**src/rtl/register_file_sb_pkg.sv**
```systemverilog
// Shared types and default sizes for the scoreboarded register file.
// Holds the soft-clear FSM state encoding and the default geometry.
package register_file_sb_pkg;

    localparam int unsigned DefDataW = 16;
    localparam int unsigned DefAddrW = 4;

    typedef enum logic [0:0] {
        StIdle  = 1'b0,
        StClear = 1'b1
    } rf_state_e;

endpackage

```
**src/rtl/register_file_sb_if.sv**
```systemverilog
// Decode/writeback-facing bus of the register file.
// The master side is the pipeline; the slave side is register_file_sb.
interface register_file_sb_if
    import register_file_sb_pkg::*;
#(
    parameter int unsigned DATA_W = DefDataW,
    parameter int unsigned ADDR_W = DefAddrW
) ();

    logic              w_en;
    logic [ADDR_W-1:0] addr_c;
    logic [DATA_W-1:0] data_c;
    logic              iss_en;
    logic [ADDR_W-1:0] iss_addr;
    logic              clr_req;
    logic [ADDR_W-1:0] addr_a;
    logic [ADDR_W-1:0] addr_b;
    logic [ADDR_W-1:0] addr_d;
    logic [DATA_W-1:0] data_a;
    logic [DATA_W-1:0] data_b;
    logic [DATA_W-1:0] data_d;
    logic              hz_a;
    logic              hz_b;
    logic              hz_d;
    logic              clr_busy;

    modport master (
        output w_en, addr_c, data_c, iss_en, iss_addr, clr_req, addr_a, addr_b, addr_d,
        input  data_a, data_b, data_d, hz_a, hz_b, hz_d, clr_busy
    );

    modport slave (
        input  w_en, addr_c, data_c, iss_en, iss_addr, clr_req, addr_a, addr_b, addr_d,
        output data_a, data_b, data_d, hz_a, hz_b, hz_d, clr_busy
    );

endinterface

```
**src/rtl/register_file_sb_rf_read_port.sv**
```systemverilog
// One combinational read port: storage mux, write bypass, zero-register
// masking and the pending-operand hazard flag.
module register_file_sb_rf_read_port
    import register_file_sb_pkg::*;
#(
    parameter int unsigned DATA_W   = DefDataW,
    parameter int unsigned ADDR_W   = DefAddrW,
    parameter bit          BYPASS   = 1'b1,
    parameter bit          ZERO_REG = 1'b0
) (
    input  logic [(2**ADDR_W)-1:0][DATA_W-1:0] regs_i,
    input  logic [(2**ADDR_W)-1:0]             pend_i,
    input  logic                               idle_i,
    input  logic                               w_en_i,
    input  logic [ADDR_W-1:0]                  addr_c_i,
    input  logic [DATA_W-1:0]                  data_c_i,
    input  logic [ADDR_W-1:0]                  addr_i,
    output logic [DATA_W-1:0]                  data_o,
    output logic                               hz_o
);

    logic is_zero;
    logic byp;

    assign is_zero = ZERO_REG && (addr_i == '0);
    assign byp     = BYPASS && idle_i && w_en_i && (addr_c_i == addr_i);

    always_comb begin
        data_o = regs_i[addr_i];
        hz_o   = 1'b1;
        if (is_zero) begin
            // The hardwired zero register is never a hazard, even mid-clear.
            data_o = '0;
            hz_o   = 1'b0;
        end else begin
            if (byp) begin
                data_o = data_c_i;
            end
            if (idle_i) begin
                hz_o = pend_i[addr_i] & ~byp;
            end
        end
    end

endmodule

```
**src/rtl/register_file_sb.sv**
```systemverilog
// Parametrised 3-read/1-write register file with write bypass, pending-write
// scoreboard and a sequenced soft-clear engine.
module register_file_sb
    import register_file_sb_pkg::*;
#(
    parameter int unsigned DATA_W   = DefDataW,
    parameter int unsigned ADDR_W   = DefAddrW,
    parameter bit          BYPASS   = 1'b1,
    parameter bit          ZERO_REG = 1'b0
) (
    input logic               clk,
    input logic               rst,
    register_file_sb_if.slave bus
);

    localparam int unsigned Depth = 2 ** ADDR_W;

    logic [Depth-1:0][DATA_W-1:0] regs_q, regs_d;
    logic [Depth-1:0]             pend_q, pend_d;
    rf_state_e                    state_q, state_d;
    logic [ADDR_W-1:0]            cnt_q, cnt_d;
    logic                         clr_busy_q, clr_busy_d;

    logic wr_ok;
    logic iss_ok;
    logic idle;

    assign idle   = (state_q == StIdle);
    assign wr_ok  = bus.w_en && !(ZERO_REG && (bus.addr_c == '0));
    assign iss_ok = bus.iss_en && !(ZERO_REG && (bus.iss_addr == '0));

    always_comb begin
        regs_d  = regs_q;
        pend_d  = pend_q;
        state_d = state_q;
        cnt_d   = cnt_q;
        case (state_q)
            StIdle: begin
                if (wr_ok) begin
                    regs_d[bus.addr_c] = bus.data_c;
                    pend_d[bus.addr_c] = 1'b0;
                end
                // Issue after writeback: a new producer keeps the register pending.
                if (iss_ok) begin
                    pend_d[bus.iss_addr] = 1'b1;
                end
                if (bus.clr_req) begin
                    pend_d  = '0;
                    cnt_d   = '0;
                    state_d = StClear;
                end
            end
            StClear: begin
                regs_d[cnt_q] = '0;
                if (cnt_q == ADDR_W'(Depth - 1)) begin
                    state_d = StIdle;
                end else begin
                    cnt_d = cnt_q + 1'b1;
                end
            end
            default: begin
                state_d = StIdle;
            end
        endcase
        clr_busy_d = (state_d == StClear);
    end

    always_ff @(posedge clk or negedge rst) begin
        if (!rst) begin
            regs_q     <= '0;
            pend_q     <= '0;
            state_q    <= StIdle;
            cnt_q      <= '0;
            clr_busy_q <= 1'b0;
        end else begin
            regs_q     <= regs_d;
            pend_q     <= pend_d;
            state_q    <= state_d;
            cnt_q      <= cnt_d;
            clr_busy_q <= clr_busy_d;
        end
    end

    assign bus.clr_busy = clr_busy_q;

    register_file_sb_rf_read_port #(
        .DATA_W  (DATA_W),
        .ADDR_W  (ADDR_W),
        .BYPASS  (BYPASS),
        .ZERO_REG(ZERO_REG)
    ) u_port_a (
        .regs_i  (regs_q),
        .pend_i  (pend_q),
        .idle_i  (idle),
        .w_en_i  (bus.w_en),
        .addr_c_i(bus.addr_c),
        .data_c_i(bus.data_c),
        .addr_i  (bus.addr_a),
        .data_o  (bus.data_a),
        .hz_o    (bus.hz_a)
    );

    register_file_sb_rf_read_port #(
        .DATA_W  (DATA_W),
        .ADDR_W  (ADDR_W),
        .BYPASS  (BYPASS),
        .ZERO_REG(ZERO_REG)
    ) u_port_b (
        .regs_i  (regs_q),
        .pend_i  (pend_q),
        .idle_i  (idle),
        .w_en_i  (bus.w_en),
        .addr_c_i(bus.addr_c),
        .data_c_i(bus.data_c),
        .addr_i  (bus.addr_b),
        .data_o  (bus.data_b),
        .hz_o    (bus.hz_b)
    );

    register_file_sb_rf_read_port #(
        .DATA_W  (DATA_W),
        .ADDR_W  (ADDR_W),
        .BYPASS  (BYPASS),
        .ZERO_REG(ZERO_REG)
    ) u_port_d (
        .regs_i  (regs_q),
        .pend_i  (pend_q),
        .idle_i  (idle),
        .w_en_i  (bus.w_en),
        .addr_c_i(bus.addr_c),
        .data_c_i(bus.data_c),
        .addr_i  (bus.addr_d),
        .data_o  (bus.data_d),
        .hz_o    (bus.hz_d)
    );

endmodule

```
**src/flat_wrapper.sv**
```systemverilog
// flat-port wrapper written by rule: the top's interface ports become plain ports
module register_file_sb_flat import register_file_sb_pkg::*;
#(
    parameter int unsigned DATA_W   = DefDataW,
    parameter int unsigned ADDR_W   = DefAddrW,
    parameter bit          BYPASS   = 1'b1,
    parameter bit          ZERO_REG = 1'b0
)
  (clk, rst, bus_w_en, bus_addr_c, bus_data_c, bus_iss_en, bus_iss_addr, bus_clr_req, bus_addr_a, bus_addr_b, bus_addr_d, bus_data_a, bus_data_b, bus_data_d, bus_hz_a, bus_hz_b, bus_hz_d, bus_clr_busy);
  register_file_sb_if #(.DATA_W(DATA_W), .ADDR_W(ADDR_W)) bus_i ();
  input logic clk;
  input logic rst;
  input wire logic [$bits(bus_i.w_en)-1:0] bus_w_en;
  input wire logic [$bits(bus_i.addr_c)-1:0] bus_addr_c;
  input wire logic [$bits(bus_i.data_c)-1:0] bus_data_c;
  input wire logic [$bits(bus_i.iss_en)-1:0] bus_iss_en;
  input wire logic [$bits(bus_i.iss_addr)-1:0] bus_iss_addr;
  input wire logic [$bits(bus_i.clr_req)-1:0] bus_clr_req;
  input wire logic [$bits(bus_i.addr_a)-1:0] bus_addr_a;
  input wire logic [$bits(bus_i.addr_b)-1:0] bus_addr_b;
  input wire logic [$bits(bus_i.addr_d)-1:0] bus_addr_d;
  output wire logic [$bits(bus_i.data_a)-1:0] bus_data_a;
  output wire logic [$bits(bus_i.data_b)-1:0] bus_data_b;
  output wire logic [$bits(bus_i.data_d)-1:0] bus_data_d;
  output wire logic [$bits(bus_i.hz_a)-1:0] bus_hz_a;
  output wire logic [$bits(bus_i.hz_b)-1:0] bus_hz_b;
  output wire logic [$bits(bus_i.hz_d)-1:0] bus_hz_d;
  output wire logic [$bits(bus_i.clr_busy)-1:0] bus_clr_busy;
  assign bus_i.w_en = bus_w_en;
  assign bus_i.addr_c = bus_addr_c;
  assign bus_i.data_c = bus_data_c;
  assign bus_i.iss_en = bus_iss_en;
  assign bus_i.iss_addr = bus_iss_addr;
  assign bus_i.clr_req = bus_clr_req;
  assign bus_i.addr_a = bus_addr_a;
  assign bus_i.addr_b = bus_addr_b;
  assign bus_i.addr_d = bus_addr_d;
  assign bus_data_a = bus_i.data_a;
  assign bus_data_b = bus_i.data_b;
  assign bus_data_d = bus_i.data_d;
  assign bus_hz_a = bus_i.hz_a;
  assign bus_hz_b = bus_i.hz_b;
  assign bus_hz_d = bus_i.hz_d;
  assign bus_clr_busy = bus_i.clr_busy;
  register_file_sb #(.DATA_W(DATA_W), .ADDR_W(ADDR_W), .BYPASS(BYPASS), .ZERO_REG(ZERO_REG)) u_core (.clk(clk), .rst(rst), .bus(bus_i));
endmodule
```
**config.mk**
```make
export PLATFORM = sky130hd
export DESIGN_NAME = register_file_sb_flat
export DESIGN_NICKNAME = d
export VERILOG_FILES = /design/src/rtl/register_file_sb_pkg.sv /design/src/rtl/register_file_sb_if.sv /design/src/rtl/register_file_sb_rf_read_port.sv /design/src/rtl/register_file_sb.sv /design/src/flat_wrapper.sv
export SDC_FILE = /design/constraint.sdc
export NUM_CORES = 1
export LEC_CHECK = 0
export CELL_PAD_IN_SITES_DETAIL_PLACEMENT = 2
export CELL_PAD_IN_SITES_GLOBAL_PLACEMENT = 2
export CORE_MARGIN = 2
export CORE_UTILIZATION = 40
export CTS_BUF_LIST = sky130_fd_sc_hd__clkbuf_4 sky130_fd_sc_hd__clkbuf_8
export DETAILED_ROUTE_END_ITERATION = 8
export PLACE_DENSITY = 0.78
export RECOVER_POWER = 100
export SYNTH_ARGS = -nofsm -noshare
export SYNTH_HDL_FRONTEND = slang
export SYNTH_SLANG_ARGS = --single-unit
```
**constraint.sdc**
```tcl
create_clock -name clk -period 3.5 [get_ports clk]
set_input_delay 0.7 -clock clk [delete_from_list [all_inputs] [get_ports clk]]
set_output_delay 0.7 -clock clk [all_outputs]
set_load 0.03 [all_outputs]
```
==> results of run 1 <==
metrics by stage:
stage                     worst slack [ns]   util  hold slack [ns]  power [mW]
final                               -0.133  0.476            0.544        12.6
after CTS                           0.0450  0.482            0.135        12.6
after global placement               0.156  0.457            0.512        8.68
after floorplan                      0.438      -            0.404        7.10
after global routing                0.0161  0.475            0.578        12.9
after detailed placement             0.105  0.457            0.520        8.98
state kept, by name, indices dropped and copies added (netlist names):
| register | flops |
|---|---|
| u_core.cnt_q | 4 |
| u_core.pend_q | 16 |
| u_core.regs_q | 256 |
| u_core.state_q | 1 |
worst max-delay path, cell delays in order, from the launching register on:
cell	delay (ns)
sky130_fd_sc_hd__dfrtp_1	0.57
sky130_fd_sc_hd__clkbuf_1	0.56
sky130_fd_sc_hd__nand2_1	0.30
sky130_fd_sc_hd__nor2_1	0.13
sky130_fd_sc_hd__a21oi_1	1.27
sky130_fd_sc_hd__clkbuf_4	0.57
sky130_fd_sc_hd__a32o_1	0.17
cell families (layout without fill, tap and decap cells):
group | Yosys count | count (layout) | share of synthesized area
other | 0 | 4 | 0
muxes | 406 | 406 | 0.380
xor gates and xnor gates | 12 | 12 | 0.00599
and+or+nand+nor | 83 | 83 | 0.0265
DFF | 277 | 277 | 0.395
AOI/OAI and AO/OA | 316 | 316 | 0.150
buffers and inverters | 155 | 302 | 0.0390
adders and majority gates | 4 | 4 | 0.00285
how the worst max path moves through the flow:
stage,from,to,cells past startpoint
finish,u_core.state_q$_DFF_PN0_,u_core.regs_q[238]$_DFFE_PN0P_,6
global route,bus_addr_d[0],bus_data_d[4],7
CTS,bus_addr_d[0],bus_data_d[4],7
detailed placement,bus_addr_d[0],bus_data_d[4],7
global placement,bus_addr_c[2],bus_data_a[5],7
floorplan,bus_addr_d[0],bus_data_d[10],7
synthesized netlist by cell type (4+ instances only):
library cell,instances,share of area
sky130_fd_sc_hd__a211oi_1,17,0.0073
sky130_fd_sc_hd__a21oi_1,30,0.0086
sky130_fd_sc_hd__nor3_1,4,0.0011
sky130_fd_sc_hd__a22o_1,253,0.13
sky130_fd_sc_hd__dfrtp_1,277,0.39
sky130_fd_sc_hd__buf_2,49,0.014
sky130_fd_sc_hd__inv_1,6,0.0013
sky130_fd_sc_hd__nand3_1,7,0.0020
sky130_fd_sc_hd__clkbuf_1,65,0.014
sky130_fd_sc_hd__mux4_2,204,0.26
sky130_fd_sc_hd__nor2b_1,7,0.0025
sky130_fd_sc_hd__mux2_2,49,0.031
sky130_fd_sc_hd__mux2i_1,153,0.087
sky130_fd_sc_hd__xnor2_1,4,0.0020
sky130_fd_sc_hd__nand2_1,20,0.0043
sky130_fd_sc_hd__xor2_1,8,0.0040
sky130_fd_sc_hd__a32o_1,5,0.0029
sky130_fd_sc_hd__nor2_1,23,0.0049
sky130_fd_sc_hd__ha_1,4,0.0029
sky130_fd_sc_hd__buf_4,7,0.0030
sky130_fd_sc_hd__buf_1,26,0.0056
cells in the final DEF (no fill, tap or decap), drive strengths merged, types with 26 or more instances in the layout:
cell / synthesis / routed
dfrtp: 277 / 277
a22o: 253 / 253
mux4: 204 / 204
mux2i: 153 / 153
clkbuf: 65 / 137
buf: 84 / 120
mux2: 49 / 49
a21oi: 33 / 33
clkdlybuf4s50: 0 / 29
nor2: 26 / 26
layer usage:
layer | GRT usage | routed length [um] | vias to the layer above
li1 | - | - | 5373
met1 | 0.477 | 30500 | 7988
met2 | 0.566 | 38000 | 1182
met3 | 0.0924 | 8290 | 332
met4 | 0.209 | 5130 | 0
met5 | 0 | 0 | -
where the power goes:
group	switching [mW]	internal (mW)
clock	1.57	1.87
sequential	0.932	3.86
combinational	2.41	1.93
total	4.91	7.66
cell type report:
type                       count  share of cell area
antenna                        4            0.000488
clock buffer                  79              0.0484
clock inverter                 8             0.00347
inverter                       6             0.00110
multi-input combinational    821               0.485
sequential                   277               0.338
tap                          585              0.0356
timing repair buffer         209              0.0878
==> impl_metrics.prom, run 1 <==
# TYPE chip_impl_metric gauge
chip_impl_metric{name="clkTransAtPathRegs",unit="ns"} 0.06
chip_impl_metric{name="initial_utilization",unit=""} 0.407
chip_impl_metric{name="layout-drive-gt1-share",unit=""} 0.379
chip_impl_metric{name="overflow",unit=""} 0
chip_impl_metric{name="fin_tns_setup",unit="ns"} -1.04
chip_impl_info{name="worst_setup_path_start_kind",value="flop"} 1
chip_impl_metric{name="grt_pass1_wl",unit="um"} 119000
chip_impl_metric{name="synth_enable_flop_cells",unit=""} 0
chip_impl_metric{name="area_delta_synth_final",unit="%"} 17.0
chip_impl_metric{name="cts_resized",unit=""} 0
chip_impl_metric{name="final.setup.worst_slack",unit="ns"} -0.133
chip_impl_metric{name="finalCriticalPeriod",unit="ns"} 3.63
chip_impl_metric{name="ys_async_sr_fraction",unit=""} 1.00
chip_impl_metric{name="crit_fanout",unit=""} 19
chip_impl_metric{name="powerDensity",unit="nW/um^2"} 612
chip_impl_metric{name="i_o_pin_count",unit=""} 93
chip_impl_metric{name="first_global_vias",unit=""} 16195
chip_impl_info{name="cts-root-buf",value="sky130_fd_sc_hd__clkbuf_8"} 1
chip_impl_metric{name="postRouteAntennaNets",unit=""} 0
chip_impl_metric{name="arrival",unit="ns"} 4.20
chip_impl_info{name="violations",value="capacitance limit, slew limit, setup timing"} 1
chip_impl_metric{name="clock_latency",unit="ns"} 0.68
chip_impl_info{name="main_synth_ff_type",value="sky130_fd_sc_hd__dfrtp_1"} 1
chip_impl_metric{name="fillCellCount",unit=""} 4110
chip_impl_metric{name="timing.final.max_slew_violations",unit=""} 131
chip_impl_metric{name="drt-initial-drc-count",unit=""} 1974
chip_impl_metric{name="slew-limit-headroom",unit=""} -0.954
chip_impl_metric{name="die-area",unit="um^2"} 45600
chip_impl_metric{name="htree_levels",unit=""} 2
chip_impl_metric{name="synth_cell_type_count",unit=""} 42
chip_impl_metric{name="required",unit="ns"} 4.07
chip_impl_metric{name="synth_sequential_area_ratio",unit=""} 0.395
chip_impl_metric{name="finalHoldViolCount",unit=""} 0
chip_impl_info{name="holdCritStartpoint",value="u_core.regs_q[181]$_DFFE_PN0P_"} 1
chip_impl_info{name="worst_r2r_endpoint",value="u_core.regs_q[238]$_DFFE_PN0P_"} 1
chip_impl_metric{name="via_per_inst",unit=""} 7.48
chip_impl_info{name="timing.hold.worst.class",value="flop to flop"} 1
chip_impl_metric{name="worst_r2r_path_depth",unit=""} 6
chip_impl_metric{name="holdBufCountCts",unit=""} 0
chip_impl_metric{name="worstHoldPathCells",unit=""} 1
chip_impl_metric{name="count_of_standard_cell_rows",unit=""} 76
chip_impl_metric{name="final_net_count",unit=""} 1411
chip_impl_metric{name="antenna_found_initial",unit=""} 2
chip_impl_metric{name="globalplace.congestion",unit=""} 0.871
chip_impl_metric{name="detail_route.wl_per_cell",unit="um"} 41.2
chip_impl_metric{name="drt_drc_violations_left",unit=""} 0
chip_impl_metric{name="dp_hpwl",unit="um"} 49200
chip_impl_info{name="holdPathEnd",value="u_core.regs_q[181]$_DFFE_PN0P_"} 1
chip_impl_metric{name="clock-skew-final",unit="ns"} 0.0443
chip_impl_metric{name="setup.reg_to_reg.worst_slack",unit="ns"} -0.13
chip_impl_metric{name="seq_area",unit="um^2"} 6930
chip_impl_metric{name="vdd.ir_drop.worst",unit="V"} 0.000218
chip_impl_metric{name="fin_area",unit="um^2"} 20500
chip_impl_metric{name="dpl-instance-area",unit="um^2"} 19700
chip_impl_info{name="path_class",value="flop to flop"} 1
chip_impl_metric{name="multi_input_comb_area",unit="um^2"} 9970
chip_impl_info{name="worstReg2RegStart",value="u_core.state_q$_DFF_PN0_"} 1
chip_impl_metric{name="numClockSinks",unit=""} 277
chip_impl_metric{name="grt_util_all_layers",unit=""} 0.368
chip_impl_info{name="end_kind",value="flop"} 1
chip_impl_metric{name="cts_buffers",unit=""} 51
chip_impl_metric{name="finalSetupViolCount",unit=""} 9
chip_impl_metric{name="ys_ff_latch",unit=""} 277
chip_impl_metric{name="cell_count_after_synthesis",unit=""} 1253
chip_impl_metric{name="static-leakage-power",unit="nW"} 9.09
chip_impl_metric{name="timing.fmax",unit="GHz"} 0.275
chip_impl_metric{name="layout_worst_path_cycle_share",unit=""} 1.04
chip_impl_metric{name="max-cap-violations",unit=""} 4
chip_impl_metric{name="routed_wirelength",unit="um"} 81900
chip_impl_metric{name="ctsLongestPathBuffers",unit=""} 3
chip_impl_info{name="rsz_0062_raised_after_global_routing",value="false"} 1
chip_impl_metric{name="synth_area_per_cell",unit="um^2"} 14.0
chip_impl_metric{name="core",unit="um^2"} 43200
chip_impl_metric{name="via_count",unit=""} 14875
chip_impl_metric{name="place.port_buffers",unit=""} 92
chip_impl_info{name="clock_tree_from_tritoncts",value="built"} 1
chip_impl_metric{name="synth_area",unit="um^2"} 17600
chip_impl_metric{name="chipHeight",unit="um"} 213
chip_impl_metric{name="cts_setup_buffers",unit=""} 0
chip_impl_metric{name="finalNonFillerCells",unit=""} 1989
chip_impl_metric{name="ys_warn_count",unit=""} 0
chip_impl_metric{name="worst-slew-pin-transition",unit="ns"} 2.93
chip_impl_metric{name="placedCellCount",unit=""} 1898
chip_impl_metric{name="synth_fp_nets",unit=""} 1298
chip_impl_metric{name="width_of_the_die",unit="um"} 213
chip_impl_metric{name="grt_start_max_net_pins",unit=""} 99
chip_impl_metric{name="drt_pre_antenna_iters",unit=""} 5
chip_impl_info{name="status",value="complete, but fails checks"} 1
Note: power is estimated with default switching activity, not from simulation.
==> run 2: changes to the inputs <==
clock period = 4.01 ns   (was 3.5 ns; I/O delays follow)
==> impl_metrics.prom, run 2 (same netlist as run 1, synthesis figures left out) <==
# TYPE chip_impl_metric gauge
chip_impl_info{name="status",value="complete, but fails checks"} 1
chip_impl_info{name="violations",value="capacitance limit, slew limit"} 1
chip_impl_metric{name="fillCellCount",unit=""} 4113
chip_impl_metric{name="postLayoutCoreUtil",unit=""} 0.472
chip_impl_metric{name="vdd.ir_drop.worst",unit="V"} 0.000277
chip_impl_info{name="cts-root-buf",value="sky130_fd_sc_hd__clkbuf_8"} 1
chip_impl_metric{name="finalHoldViolCount",unit=""} 0
chip_impl_info{name="regMostFlops",value="u_core.regs_q"} 1
chip_impl_metric{name="width_of_the_die",unit="um"} 213
chip_impl_metric{name="chipHeight",unit="um"} 213
chip_impl_info{name="path_class",value="input pin to output pin"} 1
chip_impl_metric{name="grt_start_max_net_pins",unit=""} 97
chip_impl_metric{name="first_global_vias",unit=""} 16514
chip_impl_metric{name="antenna_found_initial",unit=""} 1
chip_impl_metric{name="slew-limit-headroom",unit=""} -0.777
chip_impl_info{name="rsz_0062_raised_after_global_routing",value="false"} 1
chip_impl_metric{name="cts_buffers",unit=""} 50
chip_impl_metric{name="clock_latency",unit="ns"} 0.62
chip_impl_metric{name="dp_hpwl",unit="um"} 49500
chip_impl_metric{name="timing.final.max_slew_violations",unit=""} 329
chip_impl_info{name="timing.hold.worst.class",value="flop to flop"} 1
chip_impl_metric{name="worst-slew-pin-transition",unit="ns"} 2.67
chip_impl_metric{name="postRouteAntennaNets",unit=""} 0
chip_impl_metric{name="via_count",unit=""} 15048
chip_impl_metric{name="required",unit="ns"} 3.21
chip_impl_metric{name="detail_route.wl_per_cell",unit="um"} 42.7
chip_impl_metric{name="static-leakage-power",unit="nW"} 9.02
chip_impl_metric{name="crit_fanout",unit=""} 15
chip_impl_metric{name="layout-drive-gt1-share",unit=""} 0.351
chip_impl_metric{name="i_o_pin_count",unit=""} 93
chip_impl_metric{name="multi_input_comb_area",unit="um^2"} 9950
chip_impl_metric{name="area_delta_synth_final",unit="%"} 16.2
chip_impl_metric{name="via_per_inst",unit=""} 7.58
chip_impl_metric{name="arrival",unit="ns"} 3.19
chip_impl_metric{name="timing.fmax",unit="GHz"} 0.250
chip_impl_metric{name="final_net_count",unit=""} 1407
chip_impl_metric{name="initial_utilization",unit=""} 0.407
chip_impl_metric{name="powerDensity",unit="nW/um^2"} 542
chip_impl_metric{name="finalCriticalPeriod",unit="ns"} 4.00
chip_impl_info{name="most-common-layout-cells",value="277 x sky130_fd_sc_hd__dfrtp_1, 253 x sky130_fd_sc_hd__a22o_1, 204 x sky130_fd_sc_hd__mux4_2, 153 x sky130_fd_sc_hd__mux2i_1, 104 x sky130_fd_sc_hd__buf_4"} 1
chip_impl_metric{name="drt-initial-drc-count",unit=""} 1840
chip_impl_metric{name="fin_tns_setup",unit="ns"} 0
chip_impl_metric{name="grt_pass1_wl",unit="um"} 123000
chip_impl_info{name="biggestRegsByFlops",value="u_core.regs_q: 256 flops, u_core.pend_q: 16 flops, u_core.cnt_q: 4 flops"} 1
chip_impl_metric{name="seq_area",unit="um^2"} 6930
chip_impl_metric{name="clkTransAtPathRegs",unit="ns"} 0.06
chip_impl_metric{name="count_of_standard_cell_rows",unit=""} 76
chip_impl_info{name="end_kind",value="output pin"} 1
chip_impl_metric{name="routed_wirelength",unit="um"} 84800
chip_impl_metric{name="grt_util_all_layers",unit=""} 0.382
chip_impl_metric{name="clock-skew-final",unit="ns"} 0.0180
chip_impl_metric{name="layout_worst_path_cycle_share",unit=""} 0.997
chip_impl_metric{name="overflow",unit=""} 0
chip_impl_metric{name="htree_levels",unit=""} 2
chip_impl_metric{name="globalplace.congestion",unit=""} 0.846
chip_impl_metric{name="max-cap-violations",unit=""} 16
chip_impl_info{name="clock_tree_from_tritoncts",value="built"} 1
chip_impl_metric{name="numClockSinks",unit=""} 277
chip_impl_metric{name="core",unit="um^2"} 43200
chip_impl_metric{name="finalSetupViolCount",unit=""} 0
chip_impl_metric{name="drt_drc_violations_left",unit=""} 0
chip_impl_metric{name="die-area",unit="um^2"} 45600
chip_impl_info{name="layout.cells.most_common",value="sky130_fd_sc_hd__dfrtp_1"} 1
chip_impl_metric{name="ctsLongestPathBuffers",unit=""} 3
chip_impl_info{name="worst_setup_path_start_kind",value="input pin"} 1
chip_impl_metric{name="largest_reg_flops",unit=""} 256
chip_impl_metric{name="drt_pre_antenna_iters",unit=""} 5
chip_impl_metric{name="place.port_buffers",unit=""} 92
[run 2: worst paths after layout]
check                                                 endpoint                            from  cells after the start  slack [ns]
min in group asynchronous       u_core.regs_q[176]$_DFFE_PN0P_                             rst                      1        1.01
worst max register to register   u_core.regs_q[46]$_DFFE_PN0P_        u_core.state_q$_DFF_PN0_                      6        0.41
worst max-delay path                             bus_data_b[6]                   bus_addr_b[0]                      8        0.01
worst min register to register  u_core.regs_q[165]$_DFFE_PN0P_  u_core.regs_q[165]$_DFFE_PN0P_                      1        0.54
worst min-delay path            u_core.regs_q[165]$_DFFE_PN0P_  u_core.regs_q[165]$_DFFE_PN0P_                      1        0.54
max in group asynchronous        u_core.regs_q[19]$_DFFE_PN0P_                             rst                      2        0.74
[run 2: per-stage QoR]
step           instances  setup slack (ns)  hold slack [ns]  cell area [um^2]  total power [mW]
6_report            1984            0.0131            0.544             20400              11.0
5_1_grt             1983          0.000851            0.570             20400              11.3
2_1_floorplan       1253             0.744            0.493             17600              6.20
3_3_place_gp        1895            0.0311            0.511             19600              7.59
4_1_cts             1983            0.0181            0.265             20700              11.0
3_5_place_dp        1895           -0.0657            0.521             19600              7.87
[run 2: area by class of cell]
class                   count  area share
diodes                      1    0.000123
flip-flops and latches    277       0.340
repair buffers            206      0.0811
clock buffers              83      0.0511
well taps                 585      0.0359
inverters                   6     0.00110
clock inverters             5     0.00245
multi-input cells         821       0.488
[run 2: worst max-delay path, stage by stage]
cell	delay [ns]
sky130_fd_sc_hd__buf_4	0.21
sky130_fd_sc_hd__buf_12	0.21
sky130_fd_sc_hd__buf_4	0.37
sky130_fd_sc_hd__mux4_2	0.57
sky130_fd_sc_hd__mux2i_1	0.25
sky130_fd_sc_hd__mux2i_1	0.17
sky130_fd_sc_hd__mux2_1	0.39
sky130_fd_sc_hd__buf_4	0.20
[run 2: power by group]
group	internal, mW	switching, mW	leakage [nW]
Combinational	1.66	2.20	4.60
Clock	1.69	1.32	0.585
Sequential	3.37	0.800	3.83
[run 2: timing repair]
item                       CTS  global route
setup endpoints to repair    9             1
hold buffers                 0             0
pin swaps                    0             0
setup buffers                0             0
gates resized for setup      9             1
[run 2: per-layer routing]
layer | up-vias | GRT usage | wire (um)
li1 | 5347 | - | -
met1 | 7986 | 0.474 | 30200
met2 | 1295 | 0.588 | 38800
met3 | 416 | 0.111 | 9410
met4 | 4 | 0.242 | 6240
met5 | - | 0.0108 | 81
